File: src/rtl/wash_pkg.sv
// rtl/wash_pkg.sv - phase codes, motor speeds and duration helper for the wash sequencer
package wash_pkg;

  typedef logic [2:0] phase_t;
  typedef logic [1:0] motor_t;

  localparam phase_t PH_IDLE    = 3'd0;
  localparam phase_t PH_FILL    = 3'd1;
  localparam phase_t PH_PREWASH = 3'd2;
  localparam phase_t PH_WASH    = 3'd3;
  localparam phase_t PH_RINSE   = 3'd4;
  localparam phase_t PH_SPIN    = 3'd5;
  localparam phase_t PH_DONE    = 3'd6;

  localparam motor_t MOTOR_OFF  = 2'b00;
  localparam motor_t MOTOR_SLOW = 2'b01;
  localparam motor_t MOTOR_FAST = 2'b10;

  // Truncate a duration to w bits; a zero duration still lasts one tick.
  function automatic int eff_ticks(input int d, input int w);
    longint m;
    m = longint'(d) & ((longint'(1) << w) - longint'(1));
    return (m == 0) ? 1 : int'(m);
  endfunction

endpackage

File: src/rtl/tick_edge_detect.sv
// rtl/tick_edge_detect.sv - rising-edge detector turning the divider strobe S into one-cycle ticks
module tick_edge_detect (
  input  logic inpClk,
  input  logic reset,
  input  logic S,
  output logic tick
);

  logic s_d;

  // s_d resets to 0 so an S already high at reset release yields one tick.
  always_ff @(posedge inpClk or posedge reset) begin
    if (reset) s_d <= 1'b0;
    else       s_d <= S;
  end

  assign tick = S & ~s_d;

endmodule

File: src/rtl/wash_sequencer.sv
// rtl/wash_sequencer.sv - tick-timed fill/wash/rinse/spin sequencer; WASH_PREWASH_EN adds a PREWASH phase
module wash_sequencer
  import wash_pkg::*;
#(
  parameter int TICK_W        = 8,
  parameter int FILL_TICKS    = 4,
  parameter int PREWASH_TICKS = 3,
  parameter int WASH_TICKS    = 10,
  parameter int RINSE_TICKS   = 6,
  parameter int SPIN_TICKS    = 5
) (
  input  logic              inpClk,
  input  logic              reset,
  input  logic              S,
  input  logic              start,
  input  logic              door_closed,
  input  logic              pause,
  output logic [2:0]        phase,
  output logic [TICK_W-1:0] remaining,
  output logic              valve,
  output logic [1:0]        motor,
  output logic              drain,
  output logic              busy,
  output logic              done
);

  localparam logic [TICK_W-1:0] FILL_D    = TICK_W'(eff_ticks(FILL_TICKS, TICK_W));
  localparam logic [TICK_W-1:0] PREWASH_D = TICK_W'(eff_ticks(PREWASH_TICKS, TICK_W));
  localparam logic [TICK_W-1:0] WASH_D    = TICK_W'(eff_ticks(WASH_TICKS, TICK_W));
  localparam logic [TICK_W-1:0] RINSE_D   = TICK_W'(eff_ticks(RINSE_TICKS, TICK_W));
  localparam logic [TICK_W-1:0] SPIN_D    = TICK_W'(eff_ticks(SPIN_TICKS, TICK_W));

  logic              tick;
  logic              hold;
  logic              running;
  phase_t            phase_nxt;
  logic [TICK_W-1:0] rem_nxt;

  tick_edge_detect u_tick (
    .inpClk (inpClk),
    .reset  (reset),
    .S      (S),
    .tick   (tick)
  );

  function automatic phase_t next_phase(input phase_t p);
    case (p)
`ifdef WASH_PREWASH_EN
      PH_FILL:    return PH_PREWASH;
`else
      PH_FILL:    return PH_WASH;
`endif
      PH_PREWASH: return PH_WASH;
      PH_WASH:    return PH_RINSE;
      PH_RINSE:   return PH_SPIN;
      PH_SPIN:    return PH_DONE;
      default:    return PH_IDLE;
    endcase
  endfunction

  function automatic logic [TICK_W-1:0] phase_dur(input phase_t p);
    case (p)
      PH_FILL:    return FILL_D;
      PH_PREWASH: return PREWASH_D;
      PH_WASH:    return WASH_D;
      PH_RINSE:   return RINSE_D;
      PH_SPIN:    return SPIN_D;
      default:    return '0;
    endcase
  endfunction

  assign hold    = pause | ~door_closed;
  assign running = (phase >= PH_FILL) && (phase <= PH_SPIN);
  assign busy    = running;
  assign done    = (phase == PH_DONE);

  always_comb begin
    phase_nxt = phase;
    rem_nxt   = remaining;
    if (phase == PH_IDLE) begin
      // A tick coinciding with an accepted start is deliberately not counted.
      if (start && door_closed) begin
        phase_nxt = PH_FILL;
        rem_nxt   = FILL_D;
      end
    end else if (running) begin
      if (tick && !hold) begin
        if (remaining > TICK_W'(1)) begin
          rem_nxt = remaining - TICK_W'(1);
        end else begin
          phase_nxt = next_phase(phase);
          rem_nxt   = phase_dur(phase_nxt);
        end
      end
    end else begin
      phase_nxt = PH_IDLE;
      rem_nxt   = '0;
    end
  end

  always_ff @(posedge inpClk or posedge reset) begin
    if (reset) begin
      phase     <= PH_IDLE;
      remaining <= '0;
    end else begin
      phase     <= phase_nxt;
      remaining <= rem_nxt;
    end
  end

  // Actuators are registered from the next phase so they never follow inputs combinationally.
  always_ff @(posedge inpClk or posedge reset) begin
    if (reset) begin
      valve <= 1'b0;
      motor <= MOTOR_OFF;
      drain <= 1'b0;
    end else if (hold) begin
      valve <= 1'b0;
      motor <= MOTOR_OFF;
      drain <= 1'b0;
    end else begin
      valve <= (phase_nxt == PH_FILL) || (phase_nxt == PH_RINSE);
      drain <= (phase_nxt == PH_SPIN);
      case (phase_nxt)
        PH_PREWASH, PH_WASH, PH_RINSE: motor <= MOTOR_SLOW;
        PH_SPIN:                       motor <= MOTOR_FAST;
        default:                       motor <= MOTOR_OFF;
      endcase
    end
  end

endmodule

File: config.mk
export PLATFORM = sky130hd
export DESIGN_NAME = wash_sequencer
export DESIGN_NICKNAME = d
export VERILOG_FILES = /design/src/rtl/wash_pkg.sv /design/src/rtl/tick_edge_detect.sv /design/src/rtl/wash_sequencer.sv
export SDC_FILE = /design/constraint.sdc
export NUM_CORES = 1
export LEC_CHECK = 0
export ABC_AREA = 1
export BUFFER_PORTS_ARGS = -buffer_cell sky130_fd_sc_hd__clkbuf_2
export CAP_MARGIN = 5
export CORE_MARGIN = 1.5
export CORE_UTILIZATION = 59
export CTS_BUF_LIST = sky130_fd_sc_hd__clkbuf_2 sky130_fd_sc_hd__clkbuf_4 sky130_fd_sc_hd__clkbuf_8
export DETAILED_ROUTE_END_ITERATION = 6
export PLACE_DENSITY = 0.95
export SETUP_SLACK_MARGIN = 0.05
export SLEW_MARGIN = 20
export SYNTH_ARGS = -nofsm -noshare
export SYNTH_HDL_FRONTEND = slang
export SYNTH_HIERARCHICAL = 1
export SYNTH_SLANG_ARGS = --single-unit
File: constraint.sdc
create_clock -name inpClk -period 2.97 [get_ports inpClk]
set_input_delay 0.594 -clock inpClk [delete_from_list [all_inputs] [get_ports inpClk]]
set_output_delay 0.594 -clock inpClk [all_outputs]
set_load 0.005 [all_outputs]
* Word-level counts from Yosys, hierarchy flattened *
Cells that the tools add are included.

storage, ports and cells
  logic and storage cells = 61
  output and inout port bits = 17
  register bits after elaboration = 16

operators by class
  $lt $le $gt $ge = 3
  reductions and logical operators = 9
  add/subtract/negate cells = 1
  multiplexer cells = 20
  equality and inequality tests = 18
  bitwise gates (word level) = 4

operators with widths
  kind                                                               number
  2-to-1 mux 8 bit                                                   5
  2-to-1 mux 3 bit                                                   9
  == test 3 bit, second input constant                               7
  one-hot mux 4 bit (5 select lines)                                 1
  == test 3 x 2 -> 1 bit, second input constant                      6
  one-hot mux 3 bit (4 select lines)                                 1
  == test 3 x 1 -> 1 bit, second input constant                      3
  > comparator 8 x 1 -> 1 bit, second input constant                 1
  subtractor 8 x 1 -> 8 bit, second input constant                   1
  one-hot mux 2 bit (2 select lines)                                 1
  greater-or-equal comparator 3 x 1 -> 1 bit, second input constant  1
  less-or-equal comparator 3 bit, second input constant              1
  logical AND 1 bit                                                  3
  zero test 3 bit                                                    1
  != test 3 x 1 -> 1 bit, second input constant                      1
  OR reduction 3 bit                                                 1
  2-to-1 mux 1 bit                                                   2
  2-to-1 mux 2 bit                                                   1
  != test 2 x 1 -> 1 bit, second input constant                      1
  inverter 1 bit                                                     2
  AND reduction 2 bit                                                1
  OR reduction 2 bit                                                 1
  bitwise AND 1 bit                                                  1
  zero test 1 bit                                                    1
  other kinds (2)                                                    2

* Logic depth before layout (Yosys ltp) *
  depth after elaboration = 15
  mapped depth = 12

* Modules after synthesis *
The synthesis kept the hierarchy.

by module, submodules not included
  module            cells each  area an instance (um^2)  seq. area each (um^2)  times used
  wash_sequencer    120         978.4                    375.4                  1
  tick_edge_detect  4           38.8                     25.0                   1

* Worst setup path before layout *
No wires, ideal clock.

  path kind = flip-flop to flip-flop
  start point = reg remaining[0]
  end point = reg valve
  cell stages (with the launch flop) = 13
  path slack = 1.321 ns
  data required time = 2.897 ns
  setup time = 0.073 ns
  arrival time = 1.576 ns
  clock period less this slack = 1.649 ns
  cells stage by stage = dfrtp_1 -> inv_2 -> ha_1 -> inv_2 -> nand2_1 -> nand2_1 -> nor2_8 -> nand2_4 -> nor2_4 -> nand2_1 -> o21ai_2 -> nand2_1 -> a21oi_2

on the way
  longest elaborated chain between the ends = 8
  elaborated cells between the ends (all ways) = 9
  those cells by class = 1 x order compare; 2 x eq/ne; 5 x mux; 1 x reduce/logical

ends and longest elaborated chain
  what                                                            RTL line               source
  start, declared                                                 wash_sequencer.sv:19   output logic [TICK_W-1:0] remaining,
  start signal, assigned                                          wash_sequencer.sv:107  remaining <= rem_nxt;
  > comparator 8 x 1 -> 1 bit (*)                                 wash_sequencer.sv:88   if (remaining > TICK_W'(1)) begin
  2-to-1 mux 3 bit (*)                                            wash_sequencer.sv:88
  2-to-1 mux 3 bit (*)                                            wash_sequencer.sv:87   if (tick && !hold) begin
  2-to-1 mux 3 bit (*)                                            wash_sequencer.sv:86   end else if (running) begin
  2-to-1 mux 3 bit (*)                                            wash_sequencer.sv:80   if (phase == PH_IDLE) begin
  == test 3 x 1 -> 1 bit / == test 3 bit (equally long branches)  wash_sequencer.sv:122  valve <= (phase_nxt == PH_FILL) || (phase_nxt == PH_RINSE);
  logical OR 1 bit (*)                                            wash_sequencer.sv:122
  2-to-1 mux 1 bit (*)                                            wash_sequencer.sv:117  end else if (hold) begin
  end signal, assigned                                            wash_sequencer.sv:122
  end, declared                                                   wash_sequencer.sv:20   output logic valve,

Every way passes the cells marked *; elsewhere a longest branch is shown, timed or not.
A chain may end at the register's enable or synchronous reset.

* Worst setup path in the final report *
  start point = reg phase[1]
  end point = out busy

on the way
  longest elaborated chain between the ends = 2
  elaborated cells between the ends (all ways) = 3
  those cells by class = 2 x order compare; 1 x reduce/logical

ends and longest elaborated chain
  what                                                                                                 RTL line               source
  start, declared                                                                                      wash_sequencer.sv:18   output logic [2:0] phase,
  start signal, assigned                                                                               wash_sequencer.sv:106  phase <= phase_nxt;
  greater-or-equal comparator 3 x 1 -> 1 bit / less-or-equal comparator 3 bit (equally long branches)  wash_sequencer.sv:73   assign running = (phase >= PH_FILL) && (phase <= PH_SPIN);
  logical AND 1 bit (*)                                                                                wash_sequencer.sv:73
  end, declared                                                                                        wash_sequencer.sv:23   output logic busy,

Marks and branches as above.

==> run metrics <==
Slew Limit Headroom 62.5%; Mean Syn Cell Area 8.20 µm²; top cells by area, synth dfrtp_1 (39%), nand2_1 (7.4%), inv_1 (5.9%), nor2_1 (5.9%), inv_2 (3.3%); post-synth net total ~130; Clock Sinks 16; Vias 921; routed len/inst 12.9 µm; worst hold path class in2async; Synth Register Bits 16; Crit Path Max Fanout 7; Hold Buf Count CTS 0; Post-CTS Repair Setup Buffers 0; largest buffer count on any clock path 2; NumNets Final approximately 160; pin count of the biggest net entering global routing 16; DP HPWL about 1700 µm; Adder-Cell Fraction of Synth Area under 10%; CTS tree built; Distinct cells, synth 26; Final Hold Viols 0; final-report setup violation count 0; Leakage around 0.64 nW; sequential fraction of the synthesis area around 39%; FF-to-FF Start remaining[0]$_DFFE_PP0P_; Post-Synth Simple-Gate Area 32.0%; number of placed cells counting well taps approximately 160; DRT Wirelength ~2100 µm; DRT iter0 DRCs 41; htree depth 1; DRT antenna net count 0; CORE AREA 1560 µm²; RSZ-0062 raised after global routing no; r2r setup slk 1110 ps; Ports 23; number of global-route vias before repair 849; CP startpoint kind flip-flop; Crit path arrival time 1420 ps; CP endpoint kind output port; post-synth top area share 39.4%; FF/Latch Area 400 µm²; total CTS buffers 3; setup_tns 0 ps; Die Width about 45 µm; area of the multi-input gates 523 µm²; failing checks design-rule violations; Cells after Synth 124; FP Rows 14; initial antenna violation count 0; Layout Area Growth over Synthesis 16.4%; Fmax achieved 497 MHz; Period Utilization, post-route 67.8%; Worst-Margin Slew 561 ps; worst r2r dst valve$_DFF_PP0_; Initial Util 65.2%; gr ovfl total 0; Max Cap Viol 0; total power 0.701 mW; pwr/cell area 593 nW/µm²; Die Height about 45 µm; number of inserted diodes 0; main combinational cell family by area after synthesis simple AND/OR/NAND/NOR gates; CTS resizes 0; RD Place Congestion 0.912; crit path from phase[1]$_DFF_PP0_; Critical Setup Path Class reg2out; final design utilization between 70% and 80%; largest area contributor in the netlist dfrtp_1; Worst-Skew Late Latency 290 ps; Die ar. 1980 µm²; CTS root buf clkbuf_4; vias per std cell 5.55; ratio of cells with drive above 1 in the final layout 36.0%; Total Routing Usage GR between 20% and 30%; first-pass GRT wire length 3630 µm; Cell Area, Synth 1020 µm²; VDD IR max 0.000300 V; mux cell area share after synthesis 0%; synth warn 6; Max Transition Viols Final 0; Reg2Reg Depth 12; Remaining DRCs 2; Synth Area in Compound Gates 15.3%; Layout Cells excl Fill 166; I/O Buffers 22; Pre-antenna DRT Iters 6; outcome complete, but fails checks; Clock transition at path regs 100 ps; Synth Area in XOR/XNOR between 1.5 and 2%; CP Data Required Time 2380 ps; clk_skew 1.42 ps; Fill cells 121; final worst path period need 2010 ps
[synthesized netlist by cell type]
cell / count
nor2_8: 1
o21ai_4: 2
inv_1: 16
nand2_4: 2
nor3b_2: 2
nand4_1: 3
nand2_2: 2
nand3_2: 1
nand2_1: 20
inv_2: 9
dfrtp_1: 16
a21oi_1: 3
nor2_4: 3
xor2_1: 2
o21ai_2: 1
nor3_1: 1
o21a_1: 1
ha_1: 2
o211ai_1: 3
nand3_1: 6
o2111ai_1: 2
nor2_1: 16
a21oi_2: 3
o21ai_0: 2
nor2_2: 2
o21ai_1: 3
[sequential cells by signal (all words and copies together) (netlist names)]
signal and cells:
drain 1, motor 2, phase 3, remaining 8, u_tick/s_d 1, valve 1
[worst max-delay path, cell delays in order, from the launching register on]
cell	delay, ps
dfrtp_1	480
inv_1	190
nand3_2	130
nand2_2	140
inv_2	80
clkbuf_2	120
[cells by family (layout without fill, tap and decap cells)]
logic type / count (synthesis) / count (layout)
simple gates: 59 / 59
compound gates: 20 / 20
flops: 16 / 16
buf+inv: 25 / 51
xor+xnor: 2 / 2
fa+ha+maj: 2 / 2
[power by group]
part	internal [mW]	switching, mW
Combinational	0.104	0.136
Sequential	0.258	0.0544
Clock	0.0747	0.0745
[layout by cell type, fill, tap and decap left out, drive strengths merged]
cell type and count:
a21oi 6, clkbuf 26, dfrtp 16, ha 2, inv 25, nand2 24
nand3 7, nand4 3, nor2 22, nor3 1, nor3b 2, o2111ai 2
o211ai 3, o21a 1, o21ai 8, xor2 2
[stage by stage]
step                      hold WS [ps]  setup slack [ps]  instance area, µm²
after floorplan                    323              1320                1020
after global placement             422              1180                1150
after detailed placement           424              1140                1150
after CTS                          102               972                1180
after global routing              94.1               884                1180
final                              108               957                1180
[area by class of cell]
class                      instances  area share [%]
sequential                        16            33.8
clock buffer                       4            3.07
inverter                          25            7.93
timing repair buffer              22            9.30
tap                               16            1.69
multi-input combinational         83            44.2
[how the worst max path moves through the flow]
stage,endpoint,depth (start not counted)
2_1_floorplan,valve$_DFF_PP0_,12
3_3_place_gp,valve$_DFF_PP0_,12
3_5_place_dp,drain$_DFF_PP0_,12
4_1_cts,busy,5
5_1_grt,busy,5
6_report,busy,5
[layer usage]
metal | track usage, % | vias to the layer above | wire length, µm
met1 | 31.4 | 430 | 898
met5 | 0 | - | 0
met4 | 10.3 | 0 | 38
met2 | 43.2 | 34 | 1090
met3 | 4.49 | 6 | 118
li1 | - | 451 | -
No activity file was read; power rests on OpenSTA's default activity.
